$ cat src/rtl/smg_pkg.sv
// Shared constants for the seven-segment scan controller: active-low segment
// codes {dp,g,f,e,d,c,b,a}, digit count and scan FSM state encoding.
package smg_pkg;

    localparam int NUM_DIGITS = 6;

    localparam logic [7:0] SEG_0   = 8'hC0;
    localparam logic [7:0] SEG_1   = 8'hF9;
    localparam logic [7:0] SEG_2   = 8'hA4;
    localparam logic [7:0] SEG_3   = 8'hB0;
    localparam logic [7:0] SEG_4   = 8'h99;
    localparam logic [7:0] SEG_5   = 8'h92;
    localparam logic [7:0] SEG_6   = 8'h82;
    localparam logic [7:0] SEG_7   = 8'hF8;
    localparam logic [7:0] SEG_8   = 8'h80;
    localparam logic [7:0] SEG_9   = 8'h90;
    localparam logic [7:0] SEG_OFF = 8'hFF;

    typedef enum logic {
        GUARD = 1'b0,
        SHOW  = 1'b1
    } scan_state_e;

endpackage

$ cat src/rtl/smg_encode_module.sv
// Combinational BCD to active-low seven-segment lookup (dp excluded).
// valid_o is low for non-decimal codes so the caller can also blank the dp.
module smg_encode_module
    import smg_pkg::*;
(
    input  logic [3:0] bcd_i,
    output logic [6:0] seg_o,
    output logic       valid_o
);

    // Segment pattern per decimal digit; codes 10-15 blank the digit
    always_comb begin
        seg_o   = SEG_OFF[6:0];
        valid_o = 1'b1;
        case (bcd_i)
            4'd0:    seg_o = SEG_0[6:0];
            4'd1:    seg_o = SEG_1[6:0];
            4'd2:    seg_o = SEG_2[6:0];
            4'd3:    seg_o = SEG_3[6:0];
            4'd4:    seg_o = SEG_4[6:0];
            4'd5:    seg_o = SEG_5[6:0];
            4'd6:    seg_o = SEG_6[6:0];
            4'd7:    seg_o = SEG_7[6:0];
            4'd8:    seg_o = SEG_8[6:0];
            4'd9:    seg_o = SEG_9[6:0];
            default: begin
                seg_o   = SEG_OFF[6:0];
                valid_o = 1'b0;
            end
        endcase
    end

endmodule

$ cat src/rtl/smg_scan_ctrl_module.sv
// Six-digit multiplexed seven-segment scanner with guard gaps, per-digit blink
// and frame-aligned digit loading through a req/ack handshake.
module smg_scan_ctrl_module
    import smg_pkg::*;
#(
    parameter int         SCAN_DIV     = 50000,
    parameter int         GUARD_CYC    = 500,
    parameter int         BLINK_FRAMES = 83,
    parameter logic [5:0] DP_MASK      = 6'b010100
) (
    input  logic       CLK,
    input  logic       RSTn,
    input  logic [3:0] One_Data0,
    input  logic [3:0] Ten_Data0,
    input  logic [3:0] One_Data1,
    input  logic [3:0] Ten_Data1,
    input  logic [3:0] One_Data2,
    input  logic [3:0] Ten_Data2,
    input  logic       Update_Req,
    input  logic [5:0] Blink_Mask,
    output logic [7:0] SMG_Data,
    output logic [5:0] Scan_Sig,
    output logic       Update_Ack,
    output logic       Frame_Done
);

    localparam int PW = (SCAN_DIV > 1) ? $clog2(SCAN_DIV) : 1;
    localparam int FW = (BLINK_FRAMES > 1) ? $clog2(BLINK_FRAMES) : 1;
    localparam logic [PW-1:0] PRESC_LAST = PW'(SCAN_DIV - 1);
    localparam logic [PW-1:0] GUARD_END  = PW'(GUARD_CYC);
    localparam logic [FW-1:0] FRAME_LAST = FW'(BLINK_FRAMES - 1);
    localparam logic [2:0]    IDX_LAST   = 3'(NUM_DIGITS - 1);

    logic [PW-1:0]              presc_q, presc_d;
    logic [2:0]                 idx_q, idx_d;
    scan_state_e                state_q, state_d;
    logic [FW-1:0]              frm_q, frm_d;
    logic                       phase_q, phase_d;
    logic [NUM_DIGITS-1:0][3:0] shadow_q, shadow_d;
    logic [7:0]                 smg_q, smg_d;
    logic [NUM_DIGITS-1:0]      scan_q, scan_d;
    logic                       ack_q, ack_d;
    logic                       done_q, done_d;
    logic                       tick_s, frame_end_s;
    logic [3:0]                 digit_s;
    logic [6:0]                 seg_s;
    logic                       seg_valid_s;

    assign digit_s = shadow_q[idx_q];

    smg_encode_module u_encode (
        .bcd_i   (digit_s),
        .seg_o   (seg_s),
        .valid_o (seg_valid_s)
    );

    // Slot timing, frame/blink bookkeeping and frame-boundary digit capture
    always_comb begin
        presc_d     = presc_q;
        idx_d       = idx_q;
        frm_d       = frm_q;
        phase_d     = phase_q;
        shadow_d    = shadow_q;
        ack_d       = 1'b0;
        tick_s      = (presc_q == PRESC_LAST);
        frame_end_s = tick_s && (idx_q == IDX_LAST);
        done_d      = frame_end_s;

        if (tick_s) begin
            presc_d = {PW{1'b0}};
            if (idx_q == IDX_LAST) begin
                idx_d = 3'd0;
            end else begin
                idx_d = idx_q + 3'd1;
            end
        end else begin
            presc_d = presc_q + PW'(1);
        end

        // State tracks the prescaler value it will sit beside next cycle
        if (presc_d < GUARD_END) begin
            state_d = GUARD;
        end else begin
            state_d = SHOW;
        end

        if (frame_end_s) begin
            if (frm_q == FRAME_LAST) begin
                frm_d   = {FW{1'b0}};
                phase_d = ~phase_q;
            end else begin
                frm_d = frm_q + FW'(1);
            end
            if (Update_Req) begin
                shadow_d = {Ten_Data2, One_Data2, Ten_Data1, One_Data1, Ten_Data0, One_Data0};
                ack_d    = 1'b1;
            end else begin
                ack_d = 1'b0;
            end
        end else begin
            ack_d = 1'b0;
        end
    end

    // Next output pattern; invalid digits blank the dp as well
    always_comb begin
        scan_d = {NUM_DIGITS{1'b1}};
        smg_d  = SEG_OFF;
        case (state_q)
            SHOW: begin
                scan_d = ~({{(NUM_DIGITS-1){1'b0}}, 1'b1} << idx_q);
                if (phase_q && Blink_Mask[idx_q]) begin
                    smg_d = SEG_OFF;
                end else begin
                    smg_d = {~(seg_valid_s && DP_MASK[idx_q]), seg_s};
                end
            end
            default: begin
                scan_d = {NUM_DIGITS{1'b1}};
                smg_d  = SEG_OFF;
            end
        endcase
    end

    // Scan FSM state register
    always_ff @(posedge CLK or negedge RSTn) begin
        if (!RSTn) begin
            state_q <= GUARD;
        end else begin
            state_q <= state_d;
        end
    end

    // Datapath and registered output stage
    always_ff @(posedge CLK or negedge RSTn) begin
        if (!RSTn) begin
            presc_q  <= {PW{1'b0}};
            idx_q    <= 3'd0;
            frm_q    <= {FW{1'b0}};
            phase_q  <= 1'b0;
            shadow_q <= {NUM_DIGITS{4'hF}};
            smg_q    <= SEG_OFF;
            scan_q   <= {NUM_DIGITS{1'b1}};
            ack_q    <= 1'b0;
            done_q   <= 1'b0;
        end else begin
            presc_q  <= presc_d;
            idx_q    <= idx_d;
            frm_q    <= frm_d;
            phase_q  <= phase_d;
            shadow_q <= shadow_d;
            smg_q    <= smg_d;
            scan_q   <= scan_d;
            ack_q    <= ack_d;
            done_q   <= done_d;
        end
    end

    assign SMG_Data   = smg_q;
    assign Scan_Sig   = scan_q;
    assign Update_Ack = ack_q;
    assign Frame_Done = done_q;

endmodule

$ cat config.mk
export PLATFORM = sky130hd
export DESIGN_NAME = smg_scan_ctrl_module
export DESIGN_NICKNAME = d
export VERILOG_FILES = /design/src/rtl/smg_pkg.sv /design/src/rtl/smg_encode_module.sv /design/src/rtl/smg_scan_ctrl_module.sv
export SDC_FILE = /design/constraint.sdc
export NUM_CORES = 1
export LEC_CHECK = 0
export CAP_MARGIN = 20
export CORE_MARGIN = 8
export CORE_UTILIZATION = 59
export CTS_CLUSTER_SIZE = 20
export DETAILED_ROUTE_END_ITERATION = 8
export PLACE_DENSITY = 0.85
export SETUP_SLACK_MARGIN = 0.4
export SLEW_MARGIN = 20
export SYNTH_ARGS = -nofsm -noshare
export SYNTH_HDL_FRONTEND = slang
export SYNTH_SLANG_ARGS = --single-unit
export TNS_END_PERCENT = 50
$ cat constraint.sdc
create_clock -name CLK -period 3.7 [get_ports CLK]
set_clock_uncertainty 0.15 [all_clocks]
set_input_delay 0.74 -clock CLK [delete_from_list [all_inputs] [get_ports CLK]]
set_output_delay 0.74 -clock CLK [all_outputs]
set_load 0.005 [all_outputs]
* Yosys cells after proc, flatten, opt, wreduce, memory -nomap -nowiden
Memory sizes are Yosys's and may differ from the RTL's.
Index checks and enable logic that the tools add are counted.
** Storage, ports and cells
- Bits in registers :: 68
- Word-level logic and storage cells :: 60
- Input port bits :: 33
- Memories kept :: 1
- ROM bits :: 8
** Operators by class
- Muxes and demuxes :: 16
- $lt $le $gt $ge :: 2
- Reductions and logical operators :: 7
- $add $sub $neg :: 3
- Shift operators :: 1
- Bitwise operators :: 3
- Equal/unequal tests :: 12
** Memories
- (name not given) :: words 8, width 1, rd ports 1, clocked after Yosys merged registers in 0, write ports 0, line smg_scan_ctrl_module.sv:115 : smg_d = {~(seg_valid_s && DP_MASK[idx_q]), seg_s};
** Operators by type and width (number)
- 7-bit case mux with 10 select lines :: 1
- 16-bit by 1-bit adder with 16-bit output, second input constant :: 1
- 16-bit == test, second input constant :: 1
- 4-bit by 3-bit == test with 1-bit output, second input constant :: 4
- 16-bit by 9-bit < comparator with 1-bit output, second input constant :: 1
- 16-bit two-way mux :: 1
- 8-bit two-way mux :: 2
- 4-bit binary-select mux with 3-bit select :: 1
- 10-bit OR reduction :: 1
- 4-bit by 2-bit == test with 1-bit output, second input constant :: 2
- 4-bit == test, second input constant :: 2
- 7-bit by 1-bit adder with 7-bit output, second input constant :: 1
- 7-bit == test, second input constant :: 1
- 7-bit two-way mux :: 1
- 1-bit two-way mux :: 6
- 6-bit two-way mux :: 1
- 6-bit inverter :: 1
- 1-bit by 3-bit << shifter with 6-bit output, first input constant :: 1
- 4-bit by 1-bit == test with 1-bit output, second input constant :: 1
- 4-bit zero test :: 1
- 3-bit by 4-bit < comparator with 1-bit output, second input constant :: 1
- 4-bit two-way mux :: 1
- 2-bit AND reduction :: 2
- 3-bit by 1-bit adder with 3-bit output, second input constant :: 1
- other kinds (5) :: 8

* Longest topological paths before layout
Gate-level depths: netlist of run 1.
- Depth after elaboration :: 9
- Mapped depth :: 9
- Depth with buffers taken out :: 7

* Cells and area by module
A second synthesis of run 1 with hierarchy kept.
** Second synthesis, totals
- Cell total of the unflattened synthesis :: 294
- Area, all modules :: 3500.9 um^2
** Modules (own cells, without submodules)
- smg_scan_ctrl_module :: area an instance 3338.2 um^2, seq. area each 1749.2 um^2, instances 1, cells an instance 270
- smg_encode_module :: area an instance 162.7 um^2, seq. area each 0.0 um^2, instances 1, cells an instance 24

* Least setup slack after synthesis of run 1
Ideal clock, no wire load.
- Path type :: reg2reg
- Start :: register presc_q[0]
- End :: register state_q
- Buffers on the path :: 1
- Data arrival time :: 2.046 ns
- Setup time :: 0.139 ns
- Stages on the path, launching flop included :: 8
- Period minus slack after synthesis :: 2.335 ns
- Path slack :: 1.365 ns
- Cells stage by stage :: dfrtp_1 ha_1 buf_2 nand3_2 or3_1 a311o_1 and3_1 or4_1
** On the way
- Longest elaborated chain between the ends :: 4
- Elaborated cells on any way between the ends :: 5
** RTL lines
- start, declared :: line smg_scan_ctrl_module.sv:34 : logic [PW-1:0] presc_q, presc_d;
- start signal, assigned :: line smg_scan_ctrl_module.sv:137 : presc_q <= {PW{1'b0}};
- start signal, assigned :: line smg_scan_ctrl_module.sv:147 : presc_q <= presc_d;
- 16-bit by 1-bit adder with 16-bit output / 16-bit == test (equally long branches) :: line smg_scan_ctrl_module.sv:77, smg_scan_ctrl_module.sv:65
- 16-bit two-way mux (*) :: line smg_scan_ctrl_module.sv:69 : if (tick_s) begin
- 16-bit by 9-bit < comparator with 1-bit output (*) :: line smg_scan_ctrl_module.sv:81 : if (presc_d < GUARD_END) begin
- 1-bit two-way mux (*) :: line smg_scan_ctrl_module.sv:81
- via state_d :: line smg_scan_ctrl_module.sv:36 : scan_state_e state_q, state_d;
- end signal, assigned :: line smg_scan_ctrl_module.sv:130 : state_q <= state_d;
- end, declared :: line smg_scan_ctrl_module.sv:36
The timed path passes the listed nets; every way through them passes the cells marked *.
A chain may end at the register's enable or synchronous reset.

* Worst setup path after layout of run 1
- Start :: register presc_q[0]
- End :: register shadow_q[1] (netlist bit)
** On the way
- Longest elaborated chain between the ends :: 3
** RTL lines
- 16-bit == test :: line smg_scan_ctrl_module.sv:65 : tick_s = (presc_q == PRESC_LAST);
- 1-bit logical AND :: line smg_scan_ctrl_module.sv:66 : frame_end_s = tick_s && (idx_q == IDX_LAST);
- via done_d :: line smg_scan_ctrl_module.sv:43 : logic done_q, done_d;
- 2-bit AND reduction (no line)
- end signal, assigned :: line smg_scan_ctrl_module.sv:141 : shadow_q <= {NUM_DIGITS{4'hF}};
- end signal, assigned :: line smg_scan_ctrl_module.sv:151 : shadow_q <= shadow_d;
- end, declared :: line smg_scan_ctrl_module.sv:39 : logic [NUM_DIGITS-1:0][3:0] shadow_q, shadow_d;
The timed path passes the listed nets, and every way through them passes these cells.

==> reports/metrics.cfg, run 1 <==
[outcome]
status=completed

[sta]
setup_slack_ns=0.8047
hold_viol_final=0
period_share=0.7825
layout_min_cycle_time_ns=2.895
setup_viol=0
fmax_ghz=0.3454
fin_tns_setup_ns=0
drv_slew=0
max_slew_margin=0.4544
rsz0062_at_grt=no
worst-slew-pin-transition_ns=0.8184

[placed_design]
portBuffers=48
finalWeightedCongestion=0.9325
dpl.cell_count=407
place_ws_ns=0.8451
hpwl_mm=4.921
placed_cell_area_um2=3921

[drt]
drc=0
drtIter0Drc=169
dr.pass1.iters=4
ant_nets=0
viasPerCell=5.811
wire_per_inst_um=16.45
wl_mm=6.960
vias=2458

[yosys]
synth_cells=300
synth-main-ff-cell=dfstp_2
avgSynthCellArea_um2=11.46
synth_fp_nets=337
ys_ff_latch=68
synth_top_area_share=0.2905
synth_top_cell_by_area=dfstp_2
ys_seq_area_frac=0.5089
synth_warnings=0
ys_types=54
synth-edff-count=0
synth-async-reset-ratio=1.000
synth_area_leaders=dfstp_2, dfrtp_1, mux2_2
synthesis.area_um2=3437

[finish]
final_net_count=380
layout_commonest_cell=clkdlybuf4s50_1
final_cell_mix=clkdlybuf4s50_1, dfstp_2, dfrtp_1, mux2_2, nand2_1
stdcell_area_um2=4161
fin_cells=423
fillCellCount=423
num_antenna_cells=0
final_layout_size_suffix_gt1_frac=0.2787
syn2layout_area_growth_pct=21.08

[global_routing]
grt_pass1_wl_mm=12.00
track_usage=0.1754
antenna_found_initial=0
grt_pass1_vias=2515
grt_max_degree=69
grt-ovfl-total=0

[clocking]
ctsResizeCount=0
clock-sinks=68
cts_tree=done
cts_made_buffers=9
root_buffer=clkbuf_8
postCtsSetupBuffers=0
cts_buffer_depth=2
clk_pin_slew_ns=0.07
clk_latency_ns=0.35
ctsHoldBuffers=0
htreeDepth=3

[floorplan]
pin_count=49
initial_core_util=0.5946
rows=28
die_w_um=92.33
die_y_um=92.33
core_area_um2=5781
die-area_um2=8524

[critical_path]
path_buf_inv=1
critical_path.slowest_cell=dfrtp_1
criticalPathCategory=reg2reg
cp_max_fo=25
start_kind=register
cp_top_family=simple AND/OR/NAND/NOR gates
cp_cell_sequence=ha_1 > nand3_2 > and4bb_2 > nand3_1 > inv_1 > nand2_2 > mux2_2
required_ns=3.82
critical_path.endpoint_type=register
arrival_ns=3.02
cpPeakStageDelay_ns=0.44

[pwr]
p_leak_nw=1.686
p_per_area_nw_per_um2=359.4
ir_drop_uv=262.6
power_w=0.001496

[min_path]
timing.hold.worst.class=reg2reg

[run]
maxCapViolCount=0

-- worst register-to-register path, delay by kind of cell (launching register included) --
family / cells / cell delay [ns]
mux: 1 / 0.42
simple gates: 4 / 1.22
buf+inv: 1 / 0.25
fa+ha+maj: 1 / 0.36
flops: 1 / 0.44
-- flip-flops by register name, indices dropped and copies added (netlist names), 3 cells and up --
| signal | count |
|---|---|
| SMG_Data | 8 |
| Scan_Sig | 6 |
| frm_q | 7 |
| idx_q | 3 |
| presc_q | 16 |
| shadow_q | 24 |
-- report_power, final --
group	switching, W	total (W)	internal [W]
registers	0	0.000745	0.000745
clock network	0.000272	0.000701	0.000429
logic	0.0000189	0.0000494	0.0000305
total	0.000291	0.00150	0.00121
-- layout make-up --
type,instances,area [µm²],area share
sequential,68,1749,0.4203
multi-input combinational,208,1565,0.3761
timing repair buffer,50,490.5,0.1179
clock buffer,14,205.2,0.04931
tap,75,93.84,0.02255
clock inverter,2,35.03,0.008419
inverter,6,22.52,0.005412
-- stage by stage --
| step | util | hold WS (ns) |
|---|---|---|
| after global placement | 0.6784 | 0.3477 |
| after floorplan | - | 0.2944 |
| after CTS | 0.7199 | 0.3572 |
| after detailed placement | 0.6784 | 0.3474 |
| after global routing | 0.7199 | 0.3736 |
| final | 0.7199 | 0.3528 |
-- metal layers --
layer  routed length (µm)  GRT usage  vias up
met1                 3108     0.2241     1189
li1                     -          -     1180
met3                  413    0.04693       11
met2                 3324     0.2783       78
met5                    0          0        -
met4                  113    0.06846        0
-- synthesized netlist by cell type (all sizes together) (2+ instances only) --
cell	instances
a31oi	3
xnor2	10
o21ai	11
o2111ai	2
nor2	16
o221ai	2
o31ai	4
or4	2
and3	4
a22oi	2
or2	2
nor3	5
a22o	3
mux2i	5
nor2b	2
xor2	6
ha	4
a21oi	4
nand2	18
nand3b	3
mux4	3
and2	10
clkbuf	6
nand4	10
buf	12
nand3	15
and3b	2
or3	3
dfrtp	30
a21o	3
a311o	2
mux2	30
inv	6
nor4	4
nand2b	5
dfstp	38
o211ai	2
-- worst paths after layout --
check,start,endpoint,slack [ns],cells past startpoint
min in group asynchronous,RSTn,frm_q[6]$_DFFE_PN0P_,0.43,2
min reg2reg,frm_q[5]$_DFFE_PN0P_,frm_q[5]$_DFFE_PN0P_,0.35,1
max in group asynchronous,RSTn,presc_q[12]$_DFF_PN0_,2.45,2
min,frm_q[5]$_DFFE_PN0P_,frm_q[5]$_DFFE_PN0P_,0.35,1
max,presc_q[0]$_DFF_PN0_,shadow_q[1]$_DFFE_PN1P_,0.80,7
max reg2reg,presc_q[0]$_DFF_PN0_,shadow_q[1]$_DFFE_PN1P_,0.80,7
-- cell families (layout without fill, tap and decap cells) --
logic type | count (synthesis) | after routing | share of synthesized area
adder cells (fa/ha/maj) | 4 | 4 | 0.01456
AO/OA/AOI/OAI | 45 | 45 | 0.09429
multiplexers | 38 | 38 | 0.1325
XOR/XNOR | 16 | 16 | 0.04077
AND/OR/NAND/NOR | 105 | 105 | 0.1733
flip-flops | 68 | 68 | 0.5089
buffers and inverters | 24 | 72 | 0.03567
(Power assumes the default switching activity.)
==> run 2: changes to the inputs <==
--- a/config.mk
+++ b/config.mk
@@ -7,10 +7,10 @@
 export LEC_CHECK = 0
 export CAP_MARGIN = 20
 export CORE_MARGIN = 8
-export CORE_UTILIZATION = 59
+export CORE_UTILIZATION = 49
 export CTS_CLUSTER_SIZE = 20
 export DETAILED_ROUTE_END_ITERATION = 8
-export PLACE_DENSITY = 0.85
+export PLACE_DENSITY = 0.76
 export SETUP_SLACK_MARGIN = 0.4
 export SLEW_MARGIN = 20
 export SYNTH_ARGS = -nofsm -noshare
==> constraint.sdc (replaced) <==
create_clock -name CLK -period 2.4 [get_ports CLK]
set_clock_uncertainty 0.15 [all_clocks]
set_input_delay 0.48 -clock CLK [delete_from_list [all_inputs] [get_ports CLK]]
set_output_delay 0.48 -clock CLK [all_outputs]
set_load 0.005 [all_outputs]
==> reports/metrics.cfg, run 2 (synthesis gave the netlist of run 1 again) <==
[outcome]
status=completed  ; unchanged

[clocking]
ctsHoldBuffers=0  ; unchanged
htreeDepth=3  ; unchanged
clock-sinks=68  ; unchanged
cts_made_buffers=9  ; unchanged
cts_buffer_depth=2  ; unchanged
cts_tree=done  ; unchanged
clk_latency_ns=0.34  ; was 0.35 ns
root_buffer=clkbuf_8  ; unchanged
clk_pin_slew_ns=0.07  ; about the same

[pwr]
power_w=0.002091  ; was 0.001496 W
power_frac_seq=0.550  ; was 0.498
pwr-share-comb=0.040  ; was 0.033
p_sw_frac=0.2188  ; was 0.1943
p_per_area_nw_per_um2=446.5  ; was 359.4 nW/µm²
p_clk_frac=0.410  ; was 0.469
intPower_w=0.001633  ; was 0.001205 W
p_sw_w=0.0004574  ; was 0.0002906 W
ir_drop_uv=294.0  ; was 262.6 µV
p_leak_nw=1.897  ; was 1.686 nW

[finish]
final_net_count=422  ; was 380
num_antenna_cells=0  ; unchanged
layout_commonest_cell=clkdlybuf4s50_1  ; unchanged
fillCellCount=479  ; was 423
syn2layout_area_growth_pct=36.22  ; was 21.08%
top_register=shadow_q  ; unchanged
largest_reg_flops=24  ; unchanged
final_layout_size_suffix_gt1_frac=0.4359  ; was 0.2787
final_cell_mix=clkdlybuf4s50_1, dfstp_2, buf_4, mux2_2, dfrtp_1  ; was clkdlybuf4s50_1, dfstp_2, dfrtp_1, mux2_2, nand2_1
fin_util=0.6891  ; was 0.7199

[critical_path]
criticalPathCategory=reg2reg  ; unchanged
critical_path.endpoint_type=register  ; unchanged
critical_path.slowest_cell=or4_1  ; was dfrtp_1
r2r-start=presc_q[4]$_DFF_PN0_  ; was presc_q[0]$_DFF_PN0_
reg2regPathDepth=5  ; was 7
cp_max_fo=5  ; was 25
arrival_ns=2.27  ; was 3.02 ns
start_kind=register  ; unchanged
required_ns=2.47  ; was 3.82 ns
r2r_slack_ns=0.20  ; was 0.80 ns
cpPeakStageDelay_ns=0.49  ; was 0.44 ns
cp_cell_sequence=nor4_4 > nand4_1 > a311o_1 > and3_1 > or4_1  ; was ha_1 > nand3_2 > and4bb_2 > nand3_1 > inv_1 > nand2_2 > mux2_2
r2r-end=state_q$_DFF_PN0_  ; was shadow_q[1]$_DFFE_PN1P_

[sta]
fmax_ghz=0.4540  ; was 0.3454 GHz
layout_min_cycle_time_ns=2.203  ; was 2.895 ns
max_slew_margin=0.4707  ; was 0.4544
rsz0062_at_grt=yes  ; was no
worst-slew-pin-transition_ns=0.7914  ; was 0.8184 ns
hold_ws_ns=0.06303  ; was 0.3528 ns
fin_tns_setup_ns=0  ; unchanged
period_share=0.9178  ; was 0.7825
hold_viol_final=0  ; unchanged
setup_viol=0  ; unchanged
drv_slew=0  ; unchanged

[global_routing]
grt_pass1_wl_mm=13.01  ; was 12.00 mm
track_usage=0.1613  ; was 0.1754
grt_max_degree=61  ; was 69
antenna_found_initial=0  ; unchanged
grt_pass1_vias=2671  ; was 2515
grt-ovfl-total=0  ; unchanged

[floorplan]
initial_core_util=0.5059  ; was 0.5946
core_area_um2=6794  ; was 5781 µm²
die-area_um2=9950  ; was 8524 µm²
die_y_um=99.75  ; was 92.33 µm
pin_count=49  ; unchanged
die_w_um=99.75  ; was 92.33 µm
rows=30  ; was 28

[placed_design]
finalWeightedCongestion=0.9302  ; was 0.9325
portBuffers=48  ; unchanged
hpwl_mm=5.113  ; was 4.921 mm

[run]
maxCapViolCount=0  ; unchanged

[drt]
viasPerCell=5.765  ; was 5.811
drc=0  ; unchanged
ant_nets=0  ; unchanged
wl_mm=8.519  ; was 6.960 mm
vias=2802  ; was 2458
drtIter0Drc=194  ; was 169
dr.pass1.iters=4  ; unchanged
wire_per_inst_um=17.53  ; was 16.45 µm

[min_path]
timing.hold.worst.class=in2async  ; was reg2reg

run 2: final cells by class:
class	count	area [µm²]	share of cell area
Clock buffer	12	156.4	0.03340
Multi-Input combinational cell	211	1773	0.3787
Sequential cell	68	1763	0.3765
Tap cell	96	120.1	0.02565
Timing Repair Buffer	89	810.8	0.1732
Clock inverter	4	23.77	0.005077
Inverter	6	35.03	0.007483
run 2: worst max path at each step:
stage                                    to            startpoint  slack, ns  depth (start not counted)
after floorplan           state_q$_DFF_PN0_  presc_q[0]$_DFF_PN0_       0.20                          7
after global placement    state_q$_DFF_PN0_  presc_q[0]$_DFF_PN0_       0.12                          6
after detailed placement  state_q$_DFF_PN0_  presc_q[0]$_DFF_PN0_       0.05                          6
after CTS                 state_q$_DFF_PN0_  presc_q[0]$_DFF_PN0_       0.24                          6
after global routing      state_q$_DFF_PN0_  presc_q[4]$_DFF_PN0_       0.14                          5
final                     state_q$_DFF_PN0_  presc_q[4]$_DFF_PN0_       0.20                          5
run 2: what timing repair did:
item | 4_1_cts | 5_1_grt
gates cloned | 0 | 3
endpoints found under the hold margin | 0 | 0
gates resized for setup | 13 | 36
setup endpoints to repair | 47 | 53
setup buffers | 10 | 15
pin swaps | 4 | 13
run 2: power by group through the flow:
stage | Clock, W | Combinational (W) | Sequential [W]
after floorplan | 0 | 0.00000232 | 0.00117
after global placement | 0 | 0.0000809 | 0.00117
after detailed placement | 0 | 0.0000816 | 0.00117
after CTS | 0.000873 | 0.0000823 | 0.00115
after global routing | 0.000941 | 0.0000934 | 0.00115
final | 0.000857 | 0.0000843 | 0.00115
run 2: metal layers:
layer | global-route usage | share of wire | vias to the layer above
met1 | 0.2108 | 0.43 | 1384
met4 | 0.08149 | 0.025 | 0
met3 | 0.03003 | 0.066 | 20
li1 | - | - | 1277
met5 | 0 | 0 | -
met2 | 0.2488 | 0.48 | 121
run 2: through the flow:
stage | cells | setup WS, ns | cell area [µm²]
after global placement | 442 | 0.1201 | 4080
after detailed placement | 442 | 0.04774 | 4080
after CTS | 468 | 0.2439 | 4382
final | 486 | 0.1974 | 4682
after global routing | 486 | 0.1425 | 4682
after floorplan | 300 | 0.1972 | 3471
run 2: critical path, delay by kind of cell (launching register included):
kind               cells  cell delay, ns
and+or+nand+nor        4            1.15
AOI/OAI and AO/OA      1            0.31
DFF                    1            0.47
==> run 3: changes to the inputs <==
--- a/config.mk
+++ b/config.mk
@@ -6,7 +6,7 @@
 export NUM_CORES = 1
 export LEC_CHECK = 0
 export CAP_MARGIN = 20
-export CORE_MARGIN = 8
+export CORE_MARGIN = 2
 export CORE_UTILIZATION = 49
 export CTS_CLUSTER_SIZE = 20
 export DETAILED_ROUTE_END_ITERATION = 8
==> reports/metrics.cfg, run 3 (synthesis gave the netlist of run 1 again) <==
[floorplan]
die_w_um=87.75  ; was 99.75 µm
rows=30  ; unchanged
core_area_um2=6794  ; unchanged
pin_count=49  ; unchanged
die-area_um2=7700  ; was 9950 µm²
die_y_um=87.75  ; was 99.75 µm
initial_core_util=0.5059  ; unchanged

[pwr]
p_sw_w=0.0004602  ; was 0.0004574 W
pwr-share-comb=0.041  ; was 0.040
p_sw_frac=0.2271  ; was 0.2188
intPower_w=0.001566  ; was 0.001633 W
ir_drop_uv=373.1  ; was 294.0 µV
power_frac_seq=0.567  ; was 0.550
p_leak_nw=1.838  ; was 1.897 nW
p_per_area_nw_per_um2=440.0  ; was 446.5 nW/µm²
p_clk_frac=0.392  ; was 0.410

[drt]
drc=0  ; unchanged
vias=2689  ; was 2802
viasPerCell=5.579  ; was 5.765
wl_met3_um=307  ; was 564 µm
wl_met2_mm=3.714  ; was 4.103 mm
routed.top_layer=met4  ; unchanged
met1_length_mm=3.422  ; was 3.639 mm
drtIter0Drc=165  ; was 194
wl_mm=7.603  ; was 8.519 mm
dr.pass1.iters=4  ; unchanged
ant_nets=0  ; unchanged
wire_per_inst_um=15.77  ; was 17.53 µm

[critical_path]
critical_path.endpoint_type=register  ; unchanged
reg2regPathDepth=5  ; unchanged
arrival_ns=2.24  ; was 2.27 ns
required_ns=2.46  ; was 2.47 ns
cp_max_fo=8  ; was 5
start_kind=register  ; unchanged
criticalPathCategory=reg2reg  ; unchanged

[placed_design]
finalWeightedCongestion=0.9118  ; was 0.9302
portBuffers=48  ; unchanged
hpwl_mm=4.947  ; was 5.113 mm
dpl.cell_count=443  ; was 442

[sta]
hold_viol_final=0  ; unchanged
layout_min_cycle_time_ns=2.176  ; was 2.203 ns
fin_tns_setup_ns=0  ; unchanged
setup_viol=0  ; unchanged
drv_slew=0  ; unchanged
max_slew_margin=0.4607  ; was 0.4707
worst-slew-pin-transition_ns=0.8065  ; was 0.7914 ns
rsz0062_at_grt=yes  ; unchanged
fmax_ghz=0.4596  ; was 0.4540 GHz
period_share=0.9066  ; was 0.9178

[finish]
largest_reg_flops=24  ; unchanged
final_layout_size_suffix_gt1_frac=0.4197  ; was 0.4359
num_antenna_cells=0  ; unchanged
top_register=shadow_q  ; unchanged
final_cell_mix=clkdlybuf4s50_1, dfstp_2, buf_4, mux2_2, dfrtp_1  ; unchanged
final_net_count=418  ; was 422
syn2layout_area_growth_pct=34.00  ; was 36.22%
layout_commonest_cell=clkdlybuf4s50_1  ; unchanged
fin_cells=482  ; was 486

[global_routing]
grt_max_degree=69  ; was 61
grt_pass1_wl_mm=12.21  ; was 13.01 mm
grt-ovfl-total=0  ; unchanged
antenna_found_initial=0  ; unchanged
track_usage=0.2067  ; was 0.1613
grt_pass1_vias=2569  ; was 2671

[clocking]
htreeDepth=3  ; unchanged
clk_pin_slew_ns=0.07  ; about the same
ctsHoldBuffers=0  ; unchanged
root_buffer=clkbuf_8  ; unchanged
clk_latency_ns=0.35  ; was 0.34 ns
clock-sinks=68  ; unchanged
cts_buffer_depth=2  ; unchanged
cts_made_buffers=9  ; unchanged
cts_tree=done  ; unchanged

[outcome]
status=completed  ; unchanged

[min_path]
timing.hold.worst.class=in2async  ; unchanged

[run]
maxCapViolCount=0  ; unchanged

==> run 3: cell count changes in the layout (fill, tap and decap cells not counted), sizes merged <==
cell	change
buf	-4
clkbuf	-1
clkinv	-1
clkinvlp	+2
==> run 3: path summary, 6_finish.rpt <==
path	startpoint	to	slack [ns]
worst min register to register	phase_q$_DFFE_PN0P_	phase_q$_DFFE_PN0P_	0.38
min in group CLK	phase_q$_DFFE_PN0P_	phase_q$_DFFE_PN0P_	0.38
worst max register to register	presc_q[7]$_DFF_PN0_	state_q$_DFF_PN0_	0.22
worst max-delay path	presc_q[7]$_DFF_PN0_	state_q$_DFF_PN0_	0.22
max in group asynchronous	RSTn	shadow_q[16]$_DFFE_PN1P_	1.78
worst min-delay path	RSTn	Update_Ack$_DFF_PN0_	0.004
==> run 3: area by class of cell <==
class / instances / area [µm²]
fill: 499 / 2188
sequential: 68 / 1764
multi-input combinational: 211 / 1735
timing repair buffer: 85 / 798.3
clock buffer: 11 / 131.4
tap: 96 / 120.1
clock inverter: 5 / 28.78
inverter: 6 / 27.53
==> run 3: worst max-delay path: stages, from the launching register on <==
cell,delay (ns)
dfrtp_2,0.46
and3b_2,0.32
nand4_1,0.13
a311o_1,0.30
and3_1,0.18
or4_1,0.51
==> run 3: power by group through the flow <==
stage	registers, W	logic (W)	clock network [W]
2_1_floorplan	0.00117	0.00000232	0
3_3_place_gp	0.00117	0.0000803	0
3_5_place_dp	0.00117	0.0000813	0
4_1_cts	0.00115	0.0000819	0.000807
5_1_grt	0.00115	0.0000916	0.000856
6_report	0.00115	0.0000833	0.000794
==> run 3: what timing repair did <==
| action | CTS | global route |
|---|---|---|
| endpoints found under the setup margin | 47 | 56 |
| pin swaps | 10 | 5 |
| gates cloned | 0 | 3 |
| buffers inserted | 14 | 6 |
| resized for setup | 24 | 16 |
==> run 3: routing by layer <==
metal	GRT usage	vias up
met5	0	-
met4	0.08531	0
met3	0.04618	15
met2	0.3216	78
met1	0.2813	1326
li1	-	1270
==> run 3: per-stage QoR <==
stage | total power [W] | util | worst slack [ns] | hold slack (ns) | area, µm²
5_1_grt | 0.002096 | 0.6779 | 0.1500 | 0.03307 | 4606
3_5_place_dp | 0.001250 | 0.6017 | 0.05458 | 0.3592 | 4088
6_report | 0.002026 | 0.6779 | 0.2241 | 0.003874 | 4606
4_1_cts | 0.002038 | 0.6536 | 0.2570 | 0.008499 | 4441
2_1_floorplan | 0.001171 | - | 0.1972 | 0.03441 | 3471
3_3_place_gp | 0.001248 | 0.6017 | 0.1433 | 0.3450 | 4088
